===== src/rtl/io_hex_reader.sv =====
// Hex byte reader for the dev_io character interface: pops ASCII characters,
// assembles two-digit hex bytes committed on CR/LF, and optionally echoes input.
module io_hex_reader #(
  parameter bit ECHO = 1'b1
) (
  input  logic       clk,
  input  logic       rst,
  input  logic       getc_en,
  input  logic [7:0] getc_char,
  output logic       getc_pop,
  input  logic       putc_en,
  output logic       putc_push,
  output logic [7:0] putc_char,
  output logic [7:0] val,
  output logic       val_valid,
  output logic       err
);

  localparam logic [7:0] CHAR_CR = 8'h0D;
  localparam logic [7:0] CHAR_LF = 8'h0A;

  typedef enum logic [1:0] {
    S_IDLE,
    S_DECODE,
    S_ECHO,
    S_ECHO_LF
  } state_t;

  state_t     state_q, state_d;
  logic [7:0] acc_q, acc_d;
  logic [1:0] cnt_q, cnt_d;
  logic [7:0] ch_q, ch_d;
  logic [7:0] val_q, val_d;
  logic       val_valid_q, val_valid_d;
  logic       err_q, err_d;
  logic [7:0] last_tx_q, last_tx_d;
  logic       pop_c;
  logic [4:0] hex_c;

  // Returns {is_hex, nibble}; letters share the low nibble pattern 1..6 in both cases.
  function automatic logic [4:0] hex_decode(input logic [7:0] c);
    if (c >= 8'h30 && c <= 8'h39) begin
      return {1'b1, c[3:0]};
    end
    if ((c >= 8'h41 && c <= 8'h46) || (c >= 8'h61 && c <= 8'h66)) begin
      return {1'b1, c[3:0] + 4'd9};
    end
    return 5'd0;
  endfunction

  // NOTE: every signal driven here gets a default first, so no path leaves a
  // value unassigned and no latch is inferred.
  always_comb begin
    state_d     = state_q;
    acc_d       = acc_q;
    cnt_d       = cnt_q;
    ch_d        = ch_q;
    val_d       = val_q;
    val_valid_d = 1'b0;
    err_d       = 1'b0;
    last_tx_d   = last_tx_q;
    pop_c       = 1'b0;
    putc_push   = 1'b0;
    putc_char   = last_tx_q;
    hex_c       = hex_decode(ch_q);

    unique case (state_q)
      S_IDLE: begin
        if (getc_en) begin
          pop_c   = 1'b1;
          ch_d    = getc_char;
          state_d = S_DECODE;
        end
      end

      S_DECODE: begin
        if (hex_c[4]) begin
          if (cnt_q >= 2'd2) begin
            err_d = 1'b1;
            cnt_d = 2'd0;
          end else begin
            acc_d = {acc_q[3:0], hex_c[3:0]};
            cnt_d = cnt_q + 2'd1;
          end
        end else if (ch_q == CHAR_CR || ch_q == CHAR_LF) begin
          // An empty line (cnt 0) is silent, so CRLF commits only once.
          if (cnt_q == 2'd2) begin
            val_d       = acc_q;
            val_valid_d = 1'b1;
          end else if (cnt_q == 2'd1) begin
            err_d = 1'b1;
          end
          cnt_d = 2'd0;
        end else begin
          err_d = 1'b1;
          cnt_d = 2'd0;
        end
        state_d = ECHO ? S_ECHO : S_IDLE;
      end

      S_ECHO: begin
        if (putc_en) begin
          putc_push = 1'b1;
          putc_char = ch_q;
          last_tx_d = ch_q;
          state_d   = (ch_q == CHAR_CR) ? S_ECHO_LF : S_IDLE;
        end
      end

      S_ECHO_LF: begin
        if (putc_en) begin
          putc_push = 1'b1;
          putc_char = CHAR_LF;
          last_tx_d = CHAR_LF;
          state_d   = S_IDLE;
        end
      end

      default: state_d = S_IDLE;
    endcase
  end

  // NOTE: state registers use non-blocking assignments so every flop samples
  // the pre-edge values, independent of process evaluation order.
  always_ff @(posedge clk or posedge rst) begin
    if (rst) begin
      state_q     <= S_IDLE;
      acc_q       <= 8'h00;
      cnt_q       <= 2'd0;
      ch_q        <= 8'h00;
      val_q       <= 8'h00;
      val_valid_q <= 1'b0;
      err_q       <= 1'b0;
      last_tx_q   <= 8'h00;
    end else begin
      state_q     <= state_d;
      acc_q       <= acc_d;
      cnt_q       <= cnt_d;
      ch_q        <= ch_d;
      val_q       <= val_d;
      val_valid_q <= val_valid_d;
      err_q       <= err_d;
      last_tx_q   <= last_tx_d;
    end
  end

  // The pop is masked during reset so no character leaves the buffer unseen.
  assign getc_pop  = pop_c & ~rst;
  assign val       = val_q;
  assign val_valid = val_valid_q;
  assign err       = err_q;

endmodule


===== config.mk =====
export PLATFORM = sky130hd
export DESIGN_NAME = io_hex_reader
export DESIGN_NICKNAME = d
export VERILOG_FILES = /design/src/rtl/io_hex_reader.sv
export SDC_FILE = /design/constraint.sdc
export NUM_CORES = 1
export LEC_CHECK = 0
export BUFFER_PORTS_ARGS = -buffer_cell sky130_fd_sc_hd__buf_4
export CORE_UTILIZATION = 40
export DETAILED_ROUTE_END_ITERATION = 10
export PLACE_DENSITY_LB_ADDON = 0.1
export SYNTH_ARGS = -nofsm -noshare
export SYNTH_HDL_FRONTEND = slang
export SYNTH_SLANG_ARGS = --single-unit

===== constraint.sdc =====
create_clock -name clk -period 2.6 [get_ports clk]
set_input_delay 0.52 -clock clk [delete_from_list [all_inputs] [get_ports clk]]
set_output_delay 0.52 -clock clk [all_outputs]
set_load 0.01 [all_outputs]

==> Yosys cells after proc, flatten, opt, wreduce, memory -nomap -nowiden <==
Cells that the tools add are included.
{ "totals": {"wordCells": 73, "register_bits": 38, "input_bits": 12} }
{ "classes": {"bitwise": 4, "reduce_logical": 11, "n_addsub": 2, "magnitude_cmp": 7, "eq_ne": 10, "mux": 31} }
{ "op_table": {"columns": ["operator", "count"], "rows": [
  ["2-to-1 mux 5 bit", 4],
  ["2-to-1 mux 1 bit", 17],
  ["== test 8 x 4 -> 1 bit (second input constant)", 2],
  [">= comparator 8 x 7 -> 1 bit (second input constant)", 2],
  ["<= comparator 8 x 7 -> 1 bit (second input constant)", 2],
  ["2-to-1 mux 8 bit", 2],
  ["case mux 8 bit (2 select lines)", 1],
  ["2-to-1 mux 2 bit", 6],
  [">= comparator 8 x 6 -> 1 bit (second input constant)", 1],
  ["<= comparator 8 x 6 -> 1 bit (second input constant)", 1],
  ["case mux 2 bit (4 select lines)", 1],
  ["== test 2 bit (second input constant)", 3],
  ["!= test 2 bit (second input constant)", 3],
  ["AND reduction 3 bit", 2],
  ["adder 4 bit (second input constant)", 1],
  ["== test 2 x 1 -> 1 bit (second input constant)", 2],
  ["AND reduction 4 bit", 1],
  ["logical AND 1 bit", 3],
  ["inverter 1 bit", 3],
  ["adder 2 x 1 -> 2 bit (second input constant)", 1],
  [">= comparator 2 bit (second input constant)", 1],
  ["logical NOT 2 bit", 1],
  ["logical OR 1 bit", 2],
  ["AND reduction 2 bit", 1],
  ["other kinds (2)", 2]
]} }

==> Logic depth before layout (Yosys ltp) <==
Gate-level depths: netlist of run 1.
{ "depth": {"ltp_word": 9, "ltp_mapped": 6, "depth_no_buf": 6} }

==> Least setup slack after synthesis of run 1 <==
OpenSTA, ideal clock, no wires.
{ "synth_path": {"kind": "input to output", "start": "in rst", "end": "out getc_pop", "required_ps": 2080, "path_slack_ps": 417, "n_path_buf": 0, "t_arrival_ps": 1663, "cell_stages": 2, "cell_sequence": "inv_1 -> and3_1"} }
{ "synth_via": {"elab_chain_len": 2} }
{ "synth_lines": {"columns": ["element", "line", "text"], "rows": [
  ["start: declaration", "7", "input logic rst,"],
  ["inverter 1 bit", "148", "assign getc_pop = pop_c & ~rst;"],
  ["bitwise AND 1 bit", "148", null],
  ["end: declaration", "10", "output logic getc_pop,"]
]} }
No other way between the ends.

==> Final worst setup path of run 1 <==
{ "layout_path": {"start": "reg ch_q[0]", "end": "reg acc_q[7]"} }
{ "layout_via": {"elab_chain_len": 8, "elab_cells_between_ends": 17, "classes_between": "order compare (6); mux (6); reduce/logical (5)"} }
{ "layout_lines": {"columns": ["element", "line", "text"], "rows": [
  ["start: declaration", "32", "logic [7:0] ch_q, ch_d;"],
  ["start signal: assignment", "139", "ch_q <= ch_d;"],
  [">= comparator 8 x 7 -> 1 bit or <= comparator 8 x 7 -> 1 bit (tied branches)", "45", "if ((c >= 8'h41 && c <= 8'h46) || (c >= 8'h61 && c <= 8'h66)) begin"],
  ["logical AND 1 bit", "45", null],
  ["logical OR 1 bit", "45", null],
  ["2-to-1 mux 1 bit (2 in a row)", "45", null],
  ["2-to-1 mux 5 bit", "48", "return 5'd0;"],
  ["2-to-1 mux 5 bit *", "45", null],
  ["AND reduction 3 bit (no source line) *", null, null],
  ["end signal: assignment", "128", "acc_q <= 8'h00;"],
  ["end signal: assignment", "137", "acc_q <= acc_d;"],
  ["end: declaration", "30", "logic [7:0] acc_q, acc_d;"]
]} }
Every way passes the cells marked *; elsewhere a longest branch is shown, timed or not. The select of a mux whose other input is x is not followed.
A chain may end at the register's enable or synchronous reset.

==> qor.csv, run 1 <==
metric,value,unit
timing.max_slew.rel_slack,60.0,%
synth_compound_gate_area_share,10.1,%
synth.avg_cell_area,12.2,sq um
ys_top_cells_by_count,"38 x dfrtp_1, 15 x mux2_2, 12 x nand2_1",
htreeDepth,2,
routed_wire_length_per_instance,15.2,microns
finish.instance_area,0.00221,sq mm
power.ir.vdd_worst,436,uV
power.density_cell_area,1100,mW/mm^2
routed-via-count,1207,
worst-slew-pin-transition,0.595,ns
synthMostInstantiatedCell,dfrtp_1,
crit_fanout,8,
hold_class,input port to async pin,
grt_overflow_total,0,
ctsLongestPathBuffers,2,
fraction_of_layout_cells_with_a_size_suffix_above_1,40.1,%
synth-edff-count,0,
final_nets,197,
core_region_area,0.00414,sq mm
drt_first_pass_iters,6,
cts.repair_timing.setup_buffer_count,0,
yosys.area_share.simple,15.2,%
routed_wl,3530,microns
grt_first_pass_wirelength,5920,microns
total_design_power,0.00243,W
post_cts_resize_count,0,
design.portCount,32,
maxSlewViolCount,0,
worst_setup_path_end_kind,flop,
tritoncts_clock_tree,done,
detailedRoute.firstIterationViolations,65,
antenna_cells_inserted,0,
post_synth_fa_ha_maj_area_fraction,2.80,%
die_height,68.9,microns
mappedNetlistNets,162,
place_congestion,0.865,
pin_count_of_the_biggest_net_entering_global_routing,39,
run_status,"finished, final reports clean",
setup_viol,0,
timing.setup.tns,0,ns
synth-seq-cells,38,
cts.clk_slew.worst_paths,0.08,ns
synthDominantCellAreaShare,53.2,%
cts.sinks,38,
ctsRootBufferMaster,clkbuf_8,
synth-xor-area-share,0,%
synthToLayoutAreaGrowth,23.5,%
cts-hold-fix-buffers,0,
cellLeakagePower,1.09,nW
async_reset_ff_share,100,%
mappedNetlistArea,0.00179,sq mm
period_share,84.5,%
yosys-mux-area-fraction,15.7,%
yosysWarnings,0,
synth_top_family_by_area,multiplexers,
drc_errors,0,
via_count_of_the_first_global_routing_pass,1274,
dominantRegCellSynth,dfrtp_1,
max_cap_viol_count,0,
utilization,53.3,%
post_drt_via_cell_ratio,5.20,
die-area,0.00474,sq mm
grt_setup_unrepaired,false,
timing.critical_path.arrival,2.37,ns
clk-insertion-delay-late,0.29,ns
final.setup_skew,0.00793,ns
setup.worst_path.class,flop to flop,
cts_made_buffers,5,
yosys.cell_types.count,45,
hold_viol,0,
grt_usage,17.7,%
antenna_found_initial,0,
synth_seq_area_share,53.2,%
fin_crit,2.20,ns
critical_path.startpoint_type,flop,
placement.cell_area,0.00207,sq mm
core.rowCount,23,
width_of_the_die,68.9,microns
cp_data_required_time,2.77,ns
synth.area.top_cells,"dfrtp_1 53%, mux2_2 9.4%, mux2_4 5.0%, ha_1 2.8%, o21ai_0 2.5%",
fmax,0.455,GHz
detailed_place_hpwl,2550,microns
synth.largest_area_cell,dfrtp_1,
postRouteAntennaNets,0,
syn_inst,146,
initial_utilization,43.1,%
io_buffer_count,31,
## per-stage QoR
stage | setup WS, ns | cells | hold slack, ns
after global placement | 0.528 | 224 | 0.471
after floorplan | 0.417 | 146 | 0.464
after CTS | 0.385 | 232 | 0.423
final | 0.403 | 232 | 0.425
after global routing | 0.252 | 232 | 0.429
after detailed placement | 0.447 | 224 | 0.480
## layout make-up
cell class / instances / area (sq um)
clock buffer: 5 / 68.8
clock inverter: 3 / 68.8
fill: 381 / 1940
inverter: 7 / 26.3
multi-input combinational: 96 / 783
sequential: 38 / 951
tap: 50 / 62.6
timing repair buffer: 33 / 248
## where the power goes
| part | switching, W | internal [W] |
|---|---|---|
| clock network | 0.000216 | 0.000384 |
| logic | 0.000407 | 0.000439 |
| registers | 0.000192 | 0.000787 |
| total | 0.000815 | 0.00161 |
## final timing paths
path | start | slack [ns] | to | cells past startpoint
setup / recovery | ch_q[0] | 0.40 | acc_q[7] | 6
hold / removal | rst | 0.42 | last_tx_q[4] | 3
setup reg to reg | ch_q[0] | 0.40 | acc_q[7] | 6
hold reg to reg | last_tx_q[0] | 0.49 | last_tx_q[0] | 2
max in group asynchronous | rst | 1.84 | val[3] | 3
min in group clk | putc_en | 0.44 | state_q[1] | 2
## logic make-up (layout without fill, tap and decap cells)
kind of cell,Yosys count,count (layout)
buf+inv,12,48
compound gates,27,27
simple gates,42,42
fa+ha+maj,4,4
flops,38,38
mux,23,23
## flip-flops by register name, summed over array words and instances, names as in the netlist
signal	flops
state_q	2
ch_q	8
acc_q	8
val	8
cnt_q	2
err	1
val_valid	1
last_tx_q	8
## cells in the final DEF, fill, tap and decap left out, types with 2 or more instances in the layout
cell       netlist  routed
a31oi_1          2       2
nor2_1           6       6
mux2_4           6       6
a21o_1           2       2
nand3_1          3       3
nand2_1         12      12
bufinv_16        0       2
dfrtp_1         38      38
clkbuf_8         0       5
nor4_4           2       2
a21oi_1          3       3
mux2_2          15      15
ha_1             4       4
inv_1            7       7
nand2b_1         4       4
o21ai_0          9       9
buf_4            0      33
## worst max-delay path: stages, from the launching register on
cell and delay, ns:
dfrtp_1 0.46, inv_1 0.19, ha_1 0.23, nor3b_1 0.45, nor4_4 0.10, nor2_4 0.31
mux2_4 0.33
## routing by layer
| metal | part of all wire, % | track usage [%] |
|---|---|---|
| met1 | 48 | 22.1 |
| met2 | 47 | 28.5 |
| met3 | 4.4 | 5.92 |
| met4 | 1.0 | 6.12 |
| met5 | 0 | 0 |
(Power assumes the default switching activity.)
==> run 2, diff against run 1 <==
- clock period: 2.6 -> 2.14 ns (I/O delays scaled with it)
==> qor.csv, run 2 (synthesis gave the netlist of run 1 again) <==
metric,value,unit,change
drt_first_pass_iters,4,,was 6
setup.worst_path.class,flop to flop,,unchanged
hold_viol,0,,unchanged
routed_wire_length_per_instance,14.7,microns,was 15.2 microns
p_int,0.00190,W,was 0.00161 W
power_frac_comb,39.5,%,was 34.9%
via_count_of_the_first_global_routing_pass,1201,,was 1274
final_common_cell,buf_4,,was dfrtp_1
utilization,54.3,%,was 53.3%
postRouteAntennaNets,0,,unchanged
grt_setup_unrepaired,false,,unchanged
final_nets,205,,was 197
power.ir.vdd_worst,673,uV,was 436 uV
ctsRootBufferMaster,clkbuf_8,,unchanged
clk-insertion-delay-late,0.28,ns,was 0.29 ns
antenna_found_initial,0,,unchanged
cts.clk_slew.worst_paths,0.08,ns,about the same
timing.setup.tns,0,ns,unchanged
ctsLongestPathBuffers,2,,unchanged
cellLeakagePower,1.11,nW,was 1.09 nW
initial_utilization,43.1,%,unchanged
share_clk_of_total_power,20.8,%,was 24.8%
fmax,0.495,GHz,was 0.455 GHz
tritoncts_clock_tree,done,,unchanged
cp_data_required_time,2.31,ns,was 2.77 ns
htreeDepth,2,,unchanged
drc_errors,0,,unchanged
detailed_place_hpwl,2540,microns,was 2550 microns
cts_made_buffers,5,,unchanged
hold_slack,0.342,ns,was 0.425 ns
core_region_area,0.00414,sq mm,unchanged
die_height,68.9,microns,unchanged
total_switching_power,0.00100,W,was 0.000815 W
detailedRoute.firstIterationViolations,61,,was 65
fraction_of_layout_cells_with_a_size_suffix_above_1,44.2,%,was 40.1%
timing.max_slew.rel_slack,68.1,%,was 60.0%
core.rowCount,23,,unchanged
final.fill_count,379,,was 381
routed-via-count,1228,,was 1207
synthToLayoutAreaGrowth,25.9,%,was 23.5%
place_congestion,0.876,,was 0.865
worst-slew-pin-transition,0.478,ns,was 0.595 ns
swShare,34.5,%,was 33.6%
layout_common_cells,"41 x buf_4, 36 x dfrtp_1, 15 x mux2_2, 12 x nand2_1, 9 x o21ai_0",,"was 38 x dfrtp_1, 33 x buf_4, 15 x mux2_2, 12 x nand2_1, 9 x o21ai_0"
max_cap_viol_count,0,,unchanged
maxSlewViolCount,0,,unchanged
cts.sinks,38,,unchanged
period_share,94.4,%,was 84.5%
start_point_of_the_critical_path,ch_q[1],,was ch_q[0]
grt_overflow_total,0,,unchanged
width_of_the_die,68.9,microns,unchanged
crit_fanout,9,,was 8
critical_path.startpoint_type,flop,,unchanged
post_drt_via_cell_ratio,5.12,,was 5.20
number_of_cells_in_the_design_after_placement,228,,was 224
worstReg2RegStart,ch_q[1],,was ch_q[0]
routed_wl,3540,microns,was 3530 microns
power.density_cell_area,1290,mW/mm^2,was 1100 mW/mm^2
timing.critical_path.arrival,2.19,ns,was 2.37 ns
antenna_cells_inserted,0,,unchanged
io_buffer_count,31,,unchanged
setup_viol,0,,unchanged
fin_crit,2.02,ns,was 2.20 ns
cts-hold-fix-buffers,0,,unchanged
design.portCount,32,,unchanged
grt_first_pass_wirelength,5690,microns,was 5920 microns
layout.cells.non_filler,240,,was 232
pwr-share-seq,39.6,%,was 40.4%
pin_count_of_the_biggest_net_entering_global_routing,39,,unchanged
grt_usage,16.6,%,was 17.7%
hold_class,input port to async pin,,unchanged
worst_setup_path_end_kind,flop,,unchanged
final.setup_skew,0.00476,ns,was 0.00793 ns
run_status,"finished, final reports clean",,unchanged
die-area,0.00474,sq mm,unchanged
[run 2: cell types whose count changed in the layout (fill, tap and decap cells not counted)]
cell        change
buf_4           +8
bufinv_16       -1
clkinv_4        -1
clkinvlp_4      +2
dfrtp_1         -2
dfrtp_2         +2
o21bai_1        -1
o21bai_2        +1
[run 2: power by group through the flow]
stage	clock network, W	registers, W	logic, W
4_1_cts	0.000625	0.00116	0.00110
5_1_grt	0.000656	0.00119	0.00126
3_5_place_dp	0	0.00117	0.00110
6_report	0.000605	0.00115	0.00115
3_3_place_gp	0	0.00116	0.00108
2_1_floorplan	0	0.00110	0.000784
[run 2: stage by stage]
stage	setup slack [ns]	cell area, sq um	power (W)
2_1_floorplan	0.141	1790	0.00189
3_3_place_gp	0.168	2100	0.00223
3_5_place_dp	0.121	2100	0.00227
4_1_cts	0.106	2210	0.00289
5_1_grt	0.0206	2250	0.00311
6_report	0.120	2250	0.00290
[run 2: layout make-up]
class	instances	area (sq um)	area share (%)
clock buffers	5	68.8	3.06
repair buffers	41	308	13.7
well taps	50	62.6	2.78
clock inverters	3	45.0	2.00
multi-input cells	96	787	35.0
flip-flops and latches	38	953	42.4
inverters	7	26.3	1.17
[run 2: worst paths after layout]
check	endpoint	slack [ns]	cells after the start
worst max-delay path	val[6]	0.12	7
worst min-delay path	last_tx_q[4]	0.34	3
worst max register to register	val[6]	0.12	7
worst min register to register	last_tx_q[5]	0.50	2
max in group asynchronous	ch_q[0]	1.44	3
min in group clk	state_q[1]	0.35	2
[run 2: worst max-delay path, cell delays in order (launching register included)]
cell,delay (ns)
dfrtp_2,0.46
inv_1,0.10
ha_1,0.26
mux2_2,0.19
nand3_1,0.15
nor4_4,0.18
buf_4,0.22
mux2_1,0.34
[run 2: layer usage]
metal  wire length, microns  track usage (%)  part of all wire [%]
met5                      0                0                     0
met4                     10             4.59                  0.28
met3                    171             4.61                   4.8
met2                   1680             25.8                    48
met1                   1670             22.6                    47
[run 2: what timing repair did]
item	in CTS	in global routing
setup endpoints to repair	0	6
gates resized for setup	0	3
setup buffers	0	4
